`src/rtl/uart_word_sender.sv`:
```
// Serializes a WIDTH-bit word into bytes for uart_transmit, one trigger pulse per byte,
// pacing each byte on the transmitter's busy flag.
module uart_word_sender #(
  parameter int WIDTH     = 256,
  parameter bit MSB_FIRST = 1'b1
) (
  input  logic             clk_in,
  input  logic             rst_in,
  input  logic [WIDTH-1:0] data_in,
  input  logic             valid_in,
  output logic             ready_out,
  output logic [7:0]       data_byte_out,
  output logic             trigger_out,
  input  logic             busy_in,
  output logic             busy_out,
  output logic             done_out
);

  localparam int NUM_BYTES = WIDTH / 8;
  localparam int CW = (NUM_BYTES > 1) ? $clog2(NUM_BYTES) : 1;
  localparam logic [CW-1:0] LAST_COUNT = CW'(NUM_BYTES - 1);

  typedef enum logic [1:0] {S_IDLE, S_LOAD, S_GUARD, S_WAIT} state_t;

  state_t           r_state, w_state_next;
  logic [WIDTH-1:0] r_shreg, w_shreg_next;
  logic [CW-1:0]    r_count, w_count_next;
  logic [7:0]       r_byte, w_byte_next;
  logic             r_trigger, w_trigger_next;
  logic             r_busy, w_busy_next;
  logic             r_done, w_done_next;
  logic             r_ready, w_ready_next;

  logic [7:0]       w_cur_byte;
  logic [WIDTH-1:0] w_shifted;

  // The byte in flight always sits at the outgoing end of the shift register.
  generate
    if (MSB_FIRST) begin : g_msb
      assign w_cur_byte = r_shreg[WIDTH-1 -: 8];
      assign w_shifted  = r_shreg << 8;
    end else begin : g_lsb
      assign w_cur_byte = r_shreg[7:0];
      assign w_shifted  = r_shreg >> 8;
    end
  endgenerate

  always_comb begin
    w_state_next   = r_state;
    w_shreg_next   = r_shreg;
    w_count_next   = r_count;
    w_byte_next    = r_byte;
    w_trigger_next = 1'b0;
    w_busy_next    = r_busy;
    w_done_next    = 1'b0;
    case (r_state)
      S_IDLE: begin
        if (valid_in) begin
          w_shreg_next = data_in;
          w_count_next = '0;
          w_busy_next  = 1'b1;
          w_state_next = S_LOAD;
        end
      end
      S_LOAD: begin
        if (!busy_in) begin
          w_byte_next    = w_cur_byte;
          w_trigger_next = 1'b1;
          w_state_next   = S_GUARD;
        end
      end
      // The transmitter raises busy one cycle after trigger; skip that blind cycle.
      S_GUARD: w_state_next = S_WAIT;
      S_WAIT: begin
        if (!busy_in) begin
          if (r_count == LAST_COUNT) begin
            w_done_next  = 1'b1;
            w_busy_next  = 1'b0;
            w_state_next = S_IDLE;
          end else begin
            w_count_next = r_count + 1'b1;
            w_shreg_next = w_shifted;
            w_state_next = S_LOAD;
          end
        end
      end
      default: w_state_next = S_IDLE;
    endcase
    w_ready_next = (w_state_next == S_IDLE);
  end

  always_ff @(posedge clk_in) begin
    if (!rst_in) begin
      r_state   <= S_IDLE;
      r_shreg   <= '0;
      r_count   <= '0;
      r_byte    <= '0;
      r_trigger <= 1'b0;
      r_busy    <= 1'b0;
      r_done    <= 1'b0;
      r_ready   <= 1'b1;
    end else begin
      r_state   <= w_state_next;
      r_shreg   <= w_shreg_next;
      r_count   <= w_count_next;
      r_byte    <= w_byte_next;
      r_trigger <= w_trigger_next;
      r_busy    <= w_busy_next;
      r_done    <= w_done_next;
      r_ready   <= w_ready_next;
    end
  end

  assign ready_out     = r_ready;
  assign data_byte_out = r_byte;
  assign trigger_out   = r_trigger;
  assign busy_out      = r_busy;
  assign done_out      = r_done;

endmodule

```
`config.mk`:
```
export PLATFORM = sky130hd
export DESIGN_NAME = uart_word_sender
export DESIGN_NICKNAME = d
export VERILOG_FILES = /design/src/rtl/uart_word_sender.sv
export SDC_FILE = /design/constraint.sdc
export NUM_CORES = 1
export LEC_CHECK = 0
export CAP_MARGIN = 20
export CORE_ASPECT_RATIO = 1.1
export CORE_MARGIN = 2
export CORE_UTILIZATION = 46
export CTS_CLUSTER_SIZE = 40
export DETAILED_ROUTE_END_ITERATION = 10
export HOLD_SLACK_MARGIN = 0.12
export PLACE_DENSITY_LB_ADDON = 0.25
export SLEW_MARGIN = 10
export SYNTH_ARGS = -nofsm -noshare
export SYNTH_HDL_FRONTEND = slang
export SYNTH_SLANG_ARGS = --single-unit
```
`constraint.sdc`:
```
create_clock -name clk_in -period 1.77 [get_ports clk_in]
set_input_delay 0.177 -clock clk_in [delete_from_list [all_inputs] [get_ports clk_in]]
set_output_delay 0.177 -clock clk_in [all_outputs]
set_load 0.02 [all_outputs]
```
Yosys cells after proc, flatten, opt, wreduce, memory -nomap -nowiden:

Cells that the tools add are included.

* register bits after elaboration: 275
* bits in writable memories: 0
* memories kept: 0
* word-level logic and storage cells: 47
* bits in latches: 0
* bits of input ports: 260
* output and inout port bits: 12
* memory bits (read-only): 0

* reductions and logical operators: 8
* shift-type cells: 0
* mux-type cells: 19
* add/subtract/negate cells: 1
* equal/unequal tests: 8
* bitwise logic cells: 3
* magnitude comparators: 0
* $mul: 0
* divide/modulo/power cells: 0

Operator list (number)
* $mux W256: 3
* $pmux W256 S2: 1
* $mux W5: 3
* $pmux W5 S2: 1
* $ne A2 B2 Y1 const B: 4
* $pmux W2 S4: 1
* $reduce_and A4 Y1: 2
* $mux W1: 6
* $mux W2: 3
* $add A5 B1 Y5 const B: 1
* $eq A5 B5 Y1 const B: 1
* $eq A2 B2 Y1 const B: 2
* $logic_not A2 Y1: 2
* $reduce_and A2 Y1: 2
* $not A1 Y1: 3
* $reduce_or A3 Y1: 1
* $eq A2 B1 Y1 const B: 1
* $pmux W1 S2: 1
* $reduce_bool A2 Y1: 1

Depth between registers and ports, before layout:

* depth in word-level cells: 5
* gate-level depth with buffers: 9

Worst setup path before layout:

OpenSTA, ideal clock, no wires.

* path type: reg2reg
* start: reg r_count[0]
* end: reg r_shreg[142]
* arrival time: 1855 ps
* buffers on the path: 3
* clock period less this slack: 1946 ps
* cell stages (with the launch flop): 10
* setup slack: -176 ps
* cells stage by stage: dfxtp_1 ha_1 and3_1 ha_1 and4bb_1 buf_4 buf_4 buf_2 nor3_1 a311oi_1

* longest elaborated chain between the ends: 3

Ends and longest elaborated chain
* start, declared: line 27 `logic [CW-1:0] r_count, w_count_next;`
* start signal, assigned: line 105 `r_count <= w_count_next;`
* $eq A5 B5 Y1: line 76 `if (r_count == LAST_COUNT) begin`
* $ne A2 B2 Y1 (no line)
* $reduce_and A4 Y1 (no line)
* end signal, assigned: line 104 `r_shreg <= w_shreg_next;`
* end, declared: line 26 `logic [WIDTH-1:0] r_shreg, w_shreg_next;`

No other way between the ends.
A chain may end at the register's enable or synchronous reset.

Final worst setup path:

* start: reg r_count[0]
* end: reg r_shreg[59]

The elaborated chain is that of the path after synthesis.

==> results summary <==
The post-synthesis sequential area ratio is between 40% and 50%. Pin placement for this block handled between 200 and 300 I/O pins. The clock sink total came out at about 280. The cell count after synthesis came out at between 1500 and 2000.

The final count of pins violating max slew came out at 0. The DRC marker count from the first detailed-route iteration is 1156. Walking the worst path, the cells encountered are ha_4 -> and3_4 -> ha_4 -> and4bb_4 -> buf_12 -> buf_6 -> nor3_1 -> a311oi_1. The mean number of vias per cell is 5.942. The count of input and output buffers came out at 271.

Entering global routing, the biggest net connects 70 pins. The leakage power summed over all cells came out at 6.596 nW. The stage delay of the slowest cell on the critical path came out at around 0.37 ns. In the routed design, unresolved DRC markers number 0. The estimated wirelength of the detail-placed design came out at between 20000 and 30000 um. The number of CTS-inserted buffers is 28. The total negative slack for setup checks is -42.09 ns. The data arrival time at the worst-slack endpoint is approximately 2.4 ns.

The first-pass GRT wire length came out at between 50000 and 60000 um. Once the floorplan was initialized, standard cells occupied ~47% of the core. The critical path data required time is 2.20 ns. Clock skew on the completed layout was measured at between 0.02 and 0.03 ns. Synthesis instantiated 31 different standard cells from the library. STA classifies the critical path startpoint as a register. The setup path with the least slack is of type reg -> reg. The worst-case vdd ir drop is approximately 570 uV. The synthesized design spends more area on one cell type than any other, namely sky130_fd_sc_hd__dfxtp_1.

The achievable clock frequency came out at 0.4952 GHz. The checks that failed: negative setup slack. The synthesized net count came out at about 1800. Dividing the final minimum period by the clock period gives 114.1%.

TritonCTS built the clock tree. The setup slack on the worst flop-to-flop path is -0.25 ns. No sink is reached through more buffers than the 3 on the longest clock path. The mean area per synthesized cell is between 7 and 8 um^2. After synthesis the netlist holds a flip-flop and latch count of approximately 280. The setup violation total in the final timing report came out at about 250. The maximum level of the CTS H-tree came out at 1.

The number of core rows is slightly above 60. The final-layout worst hold slack is approximately 0.19 ns. After synthesis, the cell types taking the most area are sky130_fd_sc_hd__dfxtp_1 46%, sky130_fd_sc_hd__a311oi_1 18%, sky130_fd_sc_hd__nand2_1 16%, sky130_fd_sc_hd__nor3_1 10%, sky130_fd_sc_hd__buf_2 4.1%. The area of all sequential standard cells is between 5000 and 6000 um^2. In the final layout, the share of cells above drive strength 1 is 12.89%. The flow ran to the end, but the final reports show violations. The number of iterations in the first detailed-routing pass is 5. The remaining number of nets flagged by the antenna check after routing is 0. Clock-pin slew was measured on the worst setup and hold paths at about 0.070 ns.

Power spread over the standard cell area amounts to between 900 and 1000 nW/um^2. The clock latency reported for the late side of the worst-skew pair came out at between 0.5 and 0.6 ns. The end-of-flow core utilization is a little under 70%.

The die extent in x came out at 158.6 um. By instance count, the cell type seen most on the critical path is sky130_fd_sc_hd__ha_4. Summed over all layers, the routed wires come to approximately 40000 um.

The number of antenna violations at the first check in global routing came out at 1. The number of warning messages in the yosys log came out at 0. The congestion estimate from routability-driven global placement came to between 0.8 and 0.9. The multi-input combinational cells in the finished layout cover a total of approximately 6100 um^2. In the layout the commonest cells are 504 x sky130_fd_sc_hd__nand2_1, 272 x sky130_fd_sc_hd__dfxtp_1, 271 x sky130_fd_sc_hd__clkdlybuf4s50_1. In this design, the largest share of critical-path delay is due to simple AND/OR/NAND/NOR gates.

After layout, the worst setup slack is -0.2494 ns. The final global-route overflow total is 0. The tightest min-delay check is of the in -> reg type.

The count of buffering cells on the critical path with inverters included came out at 2. The die covers 27600 um^2. The number of violations of the max-capacitance limit came out at 0.

The number of global-route vias before repair came out at approximately 12000. Of the post-synthesis cell area, the dominant cell type holds 45.54%. The total count of hold-check failures in the final report is 0.

The net total in the final layout is between 2000 and 2500. Leaving out fill and tap cells, the most frequent cell in the layout is sky130_fd_sc_hd__nand2_1. Setup repair after global routing could not meet its margin everywhere. After detailed routing, the average wire length per cell comes to 18.97 um. The routed via count is roughly 13000. The floorplan die height is 174.0 um.

The post-synthesis instance area is ~12000 um^2. Global routing consumed, over all layers together, ~26% of the routing resources. Counting the fill cells in the layout gives ~2000. The slowest cell on the critical path is sky130_fd_sc_hd__and4bb_4.

The relative slew slack came out at around 78%. The worst setup path is captured at a register. The growth of design area from synthesis to finish is 48.16%. The area of the placeable core came out at between 20000 and 30000 um^2. The final critical path time including I/O delays and setup came out at around 2.0 ns. The pin slew with the least headroom to its limit is 0.3282 ns.

The tree is rooted in a sky130_fd_sc_hd__clkbuf_16. The highest net fanout along the worst path came out at 12. The overall power is about 0.016 W.
[registers in the layout (all words and copies together), names as in the netlist]
signal and flops:
busy_out 1, ready_out 1, r_shreg 256, data_byte_out 8
trigger_out 1, r_count 5, r_state 2, done_out 1
[per-stage QoR]
step / cells / setup slack, ns / area (um^2)
3_3_place_gp: 2065 / -0.1050 / 15840
2_1_floorplan: 1523 / -0.01481 / 12260
4_1_cts: 2117 / -0.2255 / 16820
3_5_place_dp: 2065 / -0.1893 / 15840
6_report: 2161 / -0.2494 / 17910
5_1_grt: 2161 / -0.3265 / 17910
[synth_stat cells]
cell type,count
sky130_fd_sc_hd__nand2_1,505
sky130_fd_sc_hd__nor2_1,8
sky130_fd_sc_hd__and3_1,1
sky130_fd_sc_hd__a2111oi_0,1
sky130_fd_sc_hd__clkbuf_1,65
sky130_fd_sc_hd__buf_2,98
sky130_fd_sc_hd__o221a_2,1
sky130_fd_sc_hd__nand4_1,2
sky130_fd_sc_hd__mux2i_1,9
sky130_fd_sc_hd__a311oi_1,248
sky130_fd_sc_hd__xnor2_1,1
sky130_fd_sc_hd__or3_1,1
sky130_fd_sc_hd__mux2_2,1
sky130_fd_sc_hd__buf_4,7
sky130_fd_sc_hd__a21oi_1,13
sky130_fd_sc_hd__and4bb_1,1
sky130_fd_sc_hd__nand2b_1,3
sky130_fd_sc_hd__nand3_1,12
sky130_fd_sc_hd__buf_1,5
sky130_fd_sc_hd__nor3_1,251
sky130_fd_sc_hd__dfxtp_1,275
sky130_fd_sc_hd__inv_1,3
sky130_fd_sc_hd__o2111ai_1,1
sky130_fd_sc_hd__or3b_1,1
sky130_fd_sc_hd__and2_1,2
sky130_fd_sc_hd__o21ai_0,1
sky130_fd_sc_hd__nor3b_1,2
sky130_fd_sc_hd__nand2_2,1
sky130_fd_sc_hd__a31o_2,1
sky130_fd_sc_hd__ha_1,2
sky130_fd_sc_hd__nand4bb_1,1
[cell families (layout without fill, tap and decap cells)]
| family | after synthesis | in the layout | synth area share [%] |
|---|---|---|---|
| DFF | 275 | 275 | 45.54 |
| adders and majority gates | 2 | 2 | 0.2070 |
| muxes | 10 | 10 | 0.8384 |
| buffers and inverters | 178 | 463 | 6.758 |
| and+or+nand+nor | 791 | 791 | 27.73 |
| other | 0 | 1 | 0 |
| AOI/OAI and AO/OA | 266 | 266 | 18.86 |
| xor gates and xnor gates | 1 | 1 | 0.07246 |
[worst reg2reg max path: cells and delay by family (launching register included)]
| family | cells | cell delay (ns) |
|---|---|---|
| fa+ha+maj | 2 | 0.31 |
| simple gates | 3 | 0.61 |
| flops | 1 | 0.34 |
| compound gates | 1 | 0.30 |
| buf+inv | 2 | 0.34 |
[power breakdown]
group / switching, W / internal, W / total (W) / leakage, nW
registers: 0.000390 / 0.00684 / 0.00723 / 2.28
clock network: 0.00244 / 0.00337 / 0.00581 / 0.432
logic: 0.00157 / 0.00188 / 0.00346 / 3.89
total: 0.00440 / 0.0121 / 0.0165 / 6.60
[final timing paths]
check,endpoint,startpoint,depth (start not counted)
min,r_shreg[5],data_in[5],3
max,r_shreg[59],r_count[0],8
max reg2reg,r_shreg[59],r_count[0],8
min reg2reg,r_shreg[1],r_shreg[1],2
[area by class of cell]
| cell class | count | share of cell area (%) |
|---|---|---|
| Antenna cell | 1 | 0.01397 |
| Clock buffer | 43 | 4.680 |
| Clock inverter | 4 | 0.2864 |
| Inverter | 3 | 0.1048 |
| Multi-Input combinational cell | 1070 | 33.92 |
| Sequential cell | 275 | 30.76 |
| Tap cell | 352 | 2.459 |
| Timing Repair Buffer | 413 | 27.78 |
[per-layer routing]
metal,track usage (%),up-vias,wire (um)
met1,34.90,6045,16750
met3,2.917,105,3192
met4,9.009,0,1343
met5,0,-,0
li1,-,6058,-
met2,41.97,632,19700
[timing repair]
item                       CTS  global route
setup endpoints to repair  250           253
gates cloned                 2            30
setup buffers                3            14
pin swaps                   21            17
gates resized for setup      6            60
hold buffers                 0             0
Power figures use the tool's default switching activity.
